===== src/rtl/bridge_pkg.sv =====
// Shared bridge constants: FSM state encodings and halfword/lane helpers.
package bridge_pkg;

  typedef enum logic [1:0] {
    IDLE   = 2'b00,
    ACCESS = 2'b01,
    COMPL  = 2'b10
  } state_e;

  function automatic logic [15:0] sel_half(input logic [31:0] word, input logic hi);
    return hi ? word[31:16] : word[15:0];
  endfunction

  function automatic logic [3:0] lane_be(input logic hi, input logic [1:0] be);
    return hi ? {be, 2'b00} : {2'b00, be};
  endfunction

endpackage


===== src/rtl/bridge_rd_buf.sv =====
// One-word read buffer: lookup, fill on target read, byte-merge on matching write.
// Latency: combinational lookup, one-cycle update; backpressure: none, updates are single-cycle strobes.
module bridge_rd_buf #(
  parameter bit EN = 1'b1
) (
  input  logic        clk,
  input  logic        rst,
  input  logic [29:0] lookup_tag,
  output logic        hit,
  output logic [31:0] buf_dat,
  input  logic [29:0] upd_tag,
  input  logic        fill_vld,
  input  logic [31:0] fill_dat,
  input  logic        wr_vld,
  input  logic [31:0] wr_dat,
  input  logic [3:0]  wr_be
);

  logic        valid;
  logic [29:0] tag;
  logic [31:0] data;

  always_ff @(posedge clk) begin
    if (rst) begin
      valid <= 1'b0;
      tag   <= '0;
      data  <= '0;
    end else if (fill_vld) begin
      valid <= EN;
      tag   <= upd_tag;
      data  <= fill_dat;
    end else if (wr_vld && valid && (tag == upd_tag)) begin
      for (int i = 0; i < 4; i++) begin
        if (wr_be[i]) data[8*i +: 8] <= wr_dat[8*i +: 8];
      end
    end
  end

  assign hit     = EN && valid && (tag == lookup_tag);
  assign buf_dat = data;

endmodule


===== src/rtl/bridge_16_32.sv =====
// 16-bit host to 32-bit target bridge with optional one-word read buffer.
// Latency: hit 1 cycle after accept, miss/write 1 cycle after b_compl; backpressure: host holds request until h_compl.
module bridge_16_32
  import bridge_pkg::*;
#(
  parameter int RD_BUF_EN = 1
) (
  input  logic        clk,
  input  logic        rst,
  input  logic        h_cs,
  input  logic [31:0] h_addr,
  input  logic [15:0] h_wdata,
  output logic [15:0] h_rdata,
  input  logic        h_wr_en,
  input  logic [1:0]  h_bytesel,
  output logic        h_compl,
  output logic [31:0] b_addr,
  output logic [31:0] b_wdata,
  input  logic [31:0] b_rdata,
  output logic        b_wr_en,
  output logic [3:0]  b_bytesel,
  input  logic        b_compl
);

  state_e      state, state_nxt;
  logic        accept, buf_hit, rd_hit, t_done;
  logic [31:0] buf_dat;
  logic        unused_addr0;

  assign unused_addr0 = h_addr[0];
  assign accept = (state == IDLE) && h_cs && (h_bytesel != 2'b00);
  assign rd_hit = buf_hit && !h_wr_en;
  // b_compl only means something while a target transfer is outstanding.
  assign t_done = (state == ACCESS) && b_compl;

  always_ff @(posedge clk) begin
    if (rst) state <= IDLE;
    else     state <= state_nxt;
  end

  always_comb begin
    state_nxt = state;
    case (state)
      IDLE:    if (accept) state_nxt = rd_hit ? COMPL : ACCESS;
      ACCESS:  if (b_compl) state_nxt = COMPL;
      COMPL:   state_nxt = IDLE;
      default: state_nxt = IDLE;
    endcase
  end

  always_comb begin
    h_compl = (state == COMPL);
  end

  always_ff @(posedge clk) begin
    if (rst) begin
      b_addr    <= '0;
      b_wdata   <= '0;
      b_wr_en   <= 1'b0;
      b_bytesel <= 4'b0000;
    end else if (accept && !rd_hit) begin
      b_addr    <= {h_addr[31:2], 2'b00};
      b_wdata   <= {h_wdata, h_wdata};
      b_wr_en   <= h_wr_en;
      b_bytesel <= lane_be(h_addr[1], h_bytesel);
    end else if (t_done) begin
      b_bytesel <= 4'b0000;
    end
  end

  always_ff @(posedge clk) begin
    if (rst)                    h_rdata <= '0;
    else if (accept && rd_hit)  h_rdata <= sel_half(buf_dat, h_addr[1]);
    else if (t_done && !b_wr_en) h_rdata <= sel_half(b_rdata, h_addr[1]);
  end

  bridge_rd_buf #(.EN(RD_BUF_EN != 0)) u_rd_buf (
    .clk        (clk),
    .rst        (rst),
    .lookup_tag (h_addr[31:2]),
    .hit        (buf_hit),
    .buf_dat    (buf_dat),
    .upd_tag    (b_addr[31:2]),
    .fill_vld   (t_done && !b_wr_en),
    .fill_dat   (b_rdata),
    .wr_vld     (t_done && b_wr_en),
    .wr_dat     (b_wdata),
    .wr_be      (b_bytesel)
  );

endmodule


===== config.mk =====
export PLATFORM = sky130hd
export DESIGN_NAME = bridge_16_32
export DESIGN_NICKNAME = d
export VERILOG_FILES = /design/src/rtl/bridge_pkg.sv /design/src/rtl/bridge_rd_buf.sv /design/src/rtl/bridge_16_32.sv
export SDC_FILE = /design/constraint.sdc
export NUM_CORES = 1
export LEC_CHECK = 0
export CAP_MARGIN = 20
export CORE_AREA = 5 5 120 145
export DETAILED_ROUTE_END_ITERATION = 6
export DIE_AREA = 0 0 125 150
export GPL_TIMING_DRIVEN = 0
export PLACE_DENSITY = 0.68
export REMOVE_ABC_BUFFERS = 1
export SYNTH_ARGS = -nofsm -noshare
export SYNTH_HDL_FRONTEND = slang
export SYNTH_SLANG_ARGS = --single-unit

===== constraint.sdc =====
create_clock -name clk -period 4.5 [get_ports clk]
set_input_delay 0.9 -clock clk [delete_from_list [all_inputs] [get_ports clk]]
set_output_delay 0.9 -clock clk [all_outputs]
set_load 0.05 [all_outputs]

==> out/qor.txt <==
Result of the run: completed
Most frequent cell on the critical path: a211oi_1
Fraction of power consumed by combinational cells: 18.5%
Post-Synthesis Mean Instance Area: 9.00 um^2
Port-buffer cells: 169
Area Growth Syn to Fin: 38.4%
Post-DR wirelength/cell: 15.3 um
Syn Std Cell Area: 0.00622 mm^2
Max Clock Freq: 0.276 GHz
Cells along the critical path: clkdlybuf4s50_1 > xnor2_1 > nand4_1 > nor4_1 > nand3_1 > buf_8 > a211oi_1 > a211oi_1
Yosys warning total: 0
Area of the die: 0.0188 mm^2
Non-Filler Instances: 1048
Largest cells by area after synthesis: dfxtp_1 42%, mux2i_1 15%, xnor2_1 8.0%
Number of cells in the design after placement: 1016
CP startpoint kind: input port
RSZ-0062 raised after global routing: false
Number of maximum-capacitance constraint violations: 0
Final core occ: 54.2%
Cell type with the largest total area after synthesis: dfxtp_1
Vias in the first global route: 5098
Peak fanout along the critical path: 17
Highest-utilization routing layer at the global route stage: met2
Worst IR drop on VDD: 0.236 mV
Share of post-route cells with drive strength above 1: 6.10%
HPWL Detailed: 11200 um
Setup TNS: 0 ns
Sequential-to-total area share from yosys stat: 42.5%
Proportion of power drawn by flip-flops and latches: 40.7%
Int Power: 2.25 mW
Vertical die dimension: 150 um
Placed Instance Area: 0.00806 mm^2
Actual slew at the worst max-slew pin: 0.927 ns
Post-layout min period: 3.63 ns
CP required: 4.75 ns
Iter 0 DRT Violations: 255
Gate count of the mapped netlist: 691
Count of hold-fix buffers inserted at cts: 0
Final estimated routing congestion in global placement: 0.733
Total wire length after detailed routing: 16000 um
Area share of the largest cell type after synthesis: 42.5%
Final clock period utilization by the worst path: 80.7%
Number of enable flip-flop cells after synthesis: 0
Hold Violations, Final: 0
DRC: 0
Met3 GRT Util: 4.61%
Element type at the critical path end: flip-flop
Global-route wire length before repair: 26100 um
Lkg Pwr: 3.25 nW
Hold WC Path Type: reg -> reg
Post-route standard cell area excluding fillers: 0.00861 mm^2
Count of endpoints failing setup in the final report: 0
Die boundary width: 125 um
Total Nets Final: 910
CTS Buf Count: 17
Clock share of power: 40.8%
Post-synthesis async set-or-reset flop share: 0%
Maximum clock skew at final layout: 0.0130 ns
Switching part of the total power: 28.1%
PwrDens: 363 mW/mm^2
Router iterations before antenna repair: 4
Maximum cell stage delay along the critical path: 0.74 ns
CP Buf/Inv Count: 2
Row count: 51
Worst max-slew margin expressed relative to the limit: 38.2%
Top-level I/O count: 173
Routed via count: 5195
Clock Tree Buf Depth: 2
Arrival time at the worst endpoint: 3.88 ns
Power dissipated by switching net loads: 0.878 mW
Grt total ovfl: 0
Starting density of the core: 39.2%
Cts repair resizes: 0
Count of buffers added by post-CTS timing repair for setup: 0
Met1 Use GR: 22.3%
Master of the slowest instance on the critical path: nand3_1
Root buffer selected by CTS: clkbuf_16
Ys flop type: dfxtp_1
Core box area: 0.0159 mm^2
CTS H-Tree Depth: 4
Design Power: 3.13 mW
CTS tree: yes
CP Class: in -> reg
Unique masters post-synth: 29
Maximum number of pins on one net before global-route repair: 74
Vias per cell: 4.96
Seq cells post-synth: 132
Antenna fix cells: 0
Number of antenna violations at the first check in global routing: 0
GRT Overall Usage: 17.3%
Post-route antenna net violation count: 0
Clock Sinks: 132
Worst path top cell family by delay: simple AND/OR/NAND/NOR gates
Count of pins over their slew limit: 0
Clock latency of the later-clocked register in the worst-skew pair: 0.42 ns
Reg clk slew, reported paths: 0.06 ns
Grt met2 use: 27.7%
[final timing paths]
kind                         start               end  slack (ns)  depth (start not counted)
setup reg to reg  u_rd_buf.tag[15]        h_rdata[9]        1.47                          7
hold / removal          b_addr[26]  u_rd_buf.tag[24]        0.49                          2
hold reg to reg         b_addr[26]  u_rd_buf.tag[24]        0.49                          2
setup / recovery         h_addr[4]        h_rdata[9]        0.87                          8
[through the flow]
stage | hold slack, ns | setup slack [ns]
after detailed placement | 0.477 | 0.392
after CTS | 0.490 | 0.837
final | 0.491 | 0.871
after floorplan | 0.454 | -2.88
after global placement | 0.470 | -6.58
after global routing | 0.514 | 0.633
[worst reg2reg max path, cell delays in order (launching register included)]
cell and delay, ns:
dfxtp_1 0.37, xnor2_1 0.14, nand4_1 0.18, nor4_1 0.72, nand3_1 0.74, buf_8 0.40, a211oi_1 0.23, a211oi_1 0.07
[layer usage]
metal  up-vias  wire length [um]
li1       2643                 -
met1      2399              7400
met2       131              7460
met3        22               808
met4         0               336
met5         -                 0
[synthesized netlist by cell type (2+ instances only)]
library cell	number
nand2_1	66
nand4_2	4
a21oi_1	48
dfxtp_1	132
a211oi_1	65
xnor2_1	57
xor2_1	3
nand3_1	2
nor2b_1	18
nand3b_1	4
nor2_1	104
clkbuf_1	42
mux2_2	2
buf_2	4
buf_4	18
nor4_1	2
mux2i_1	95
nand4_1	14
[area by class of cell]
type / instances / area, um^2
clock buffers: 25 / 505
clock inverters: 7 / 47.5
fillers: 1457 / 7280
multi-input cells: 495 / 3280
flip-flops and latches: 132 / 2640
well taps: 212 / 265
repair buffers: 177 / 1870
[sequential cells by signal, indices dropped and copies added, names as in the netlist]
name and flops:
u_rd_buf.buf_dat 32, b_wdata 16, u_rd_buf.tag 30, u_rd_buf.valid 1
h_rdata 16, b_addr 30, b_bytesel 4, b_wr_en 1
state 2
[layout by cell type, fill, tap and decap left out, types with 3 or more instances in the layout]
| cell type | count |
|---|---|
| a211oi_1 | 65 |
| a21oi_1 | 48 |
| buf_16 | 5 |
| clkbuf_1 | 3 |
| clkbuf_16 | 17 |
| clkbuf_8 | 5 |
| clkdlybuf4s50_1 | 167 |
| clkinv_2 | 3 |
| dfxtp_1 | 132 |
| mux2i_1 | 95 |
| nand2_1 | 66 |
| nand3b_1 | 4 |
| nand4_1 | 14 |
| nand4_2 | 4 |
| nor2_1 | 103 |
| nor2b_1 | 18 |
| xnor2_1 | 57 |
| xor2_1 | 3 |
[logic make-up after synthesis]
| group | synth area share, % |
|---|---|
| AOI/OAI and AO/OA | 11.9 |
| and+or+nand+nor | 16.4 |
| muxes | 15.6 |
| xor gates and xnor gates | 8.45 |
| DFF | 42.5 |
| other | 0.0603 |
| buffers and inverters | 5.09 |
[power groups by stage]
stage | registers (mW) | clock network, mW | logic [mW]
after floorplan | 1.43 | 0 | 0.197
after global placement | 1.30 | 0 | 0.592
after detailed placement | 1.30 | 0 | 0.582
after CTS | 1.27 | 1.31 | 0.584
after global routing | 1.28 | 1.37 | 0.617
final | 1.27 | 1.28 | 0.577
Power figures use the tool's default switching activity.
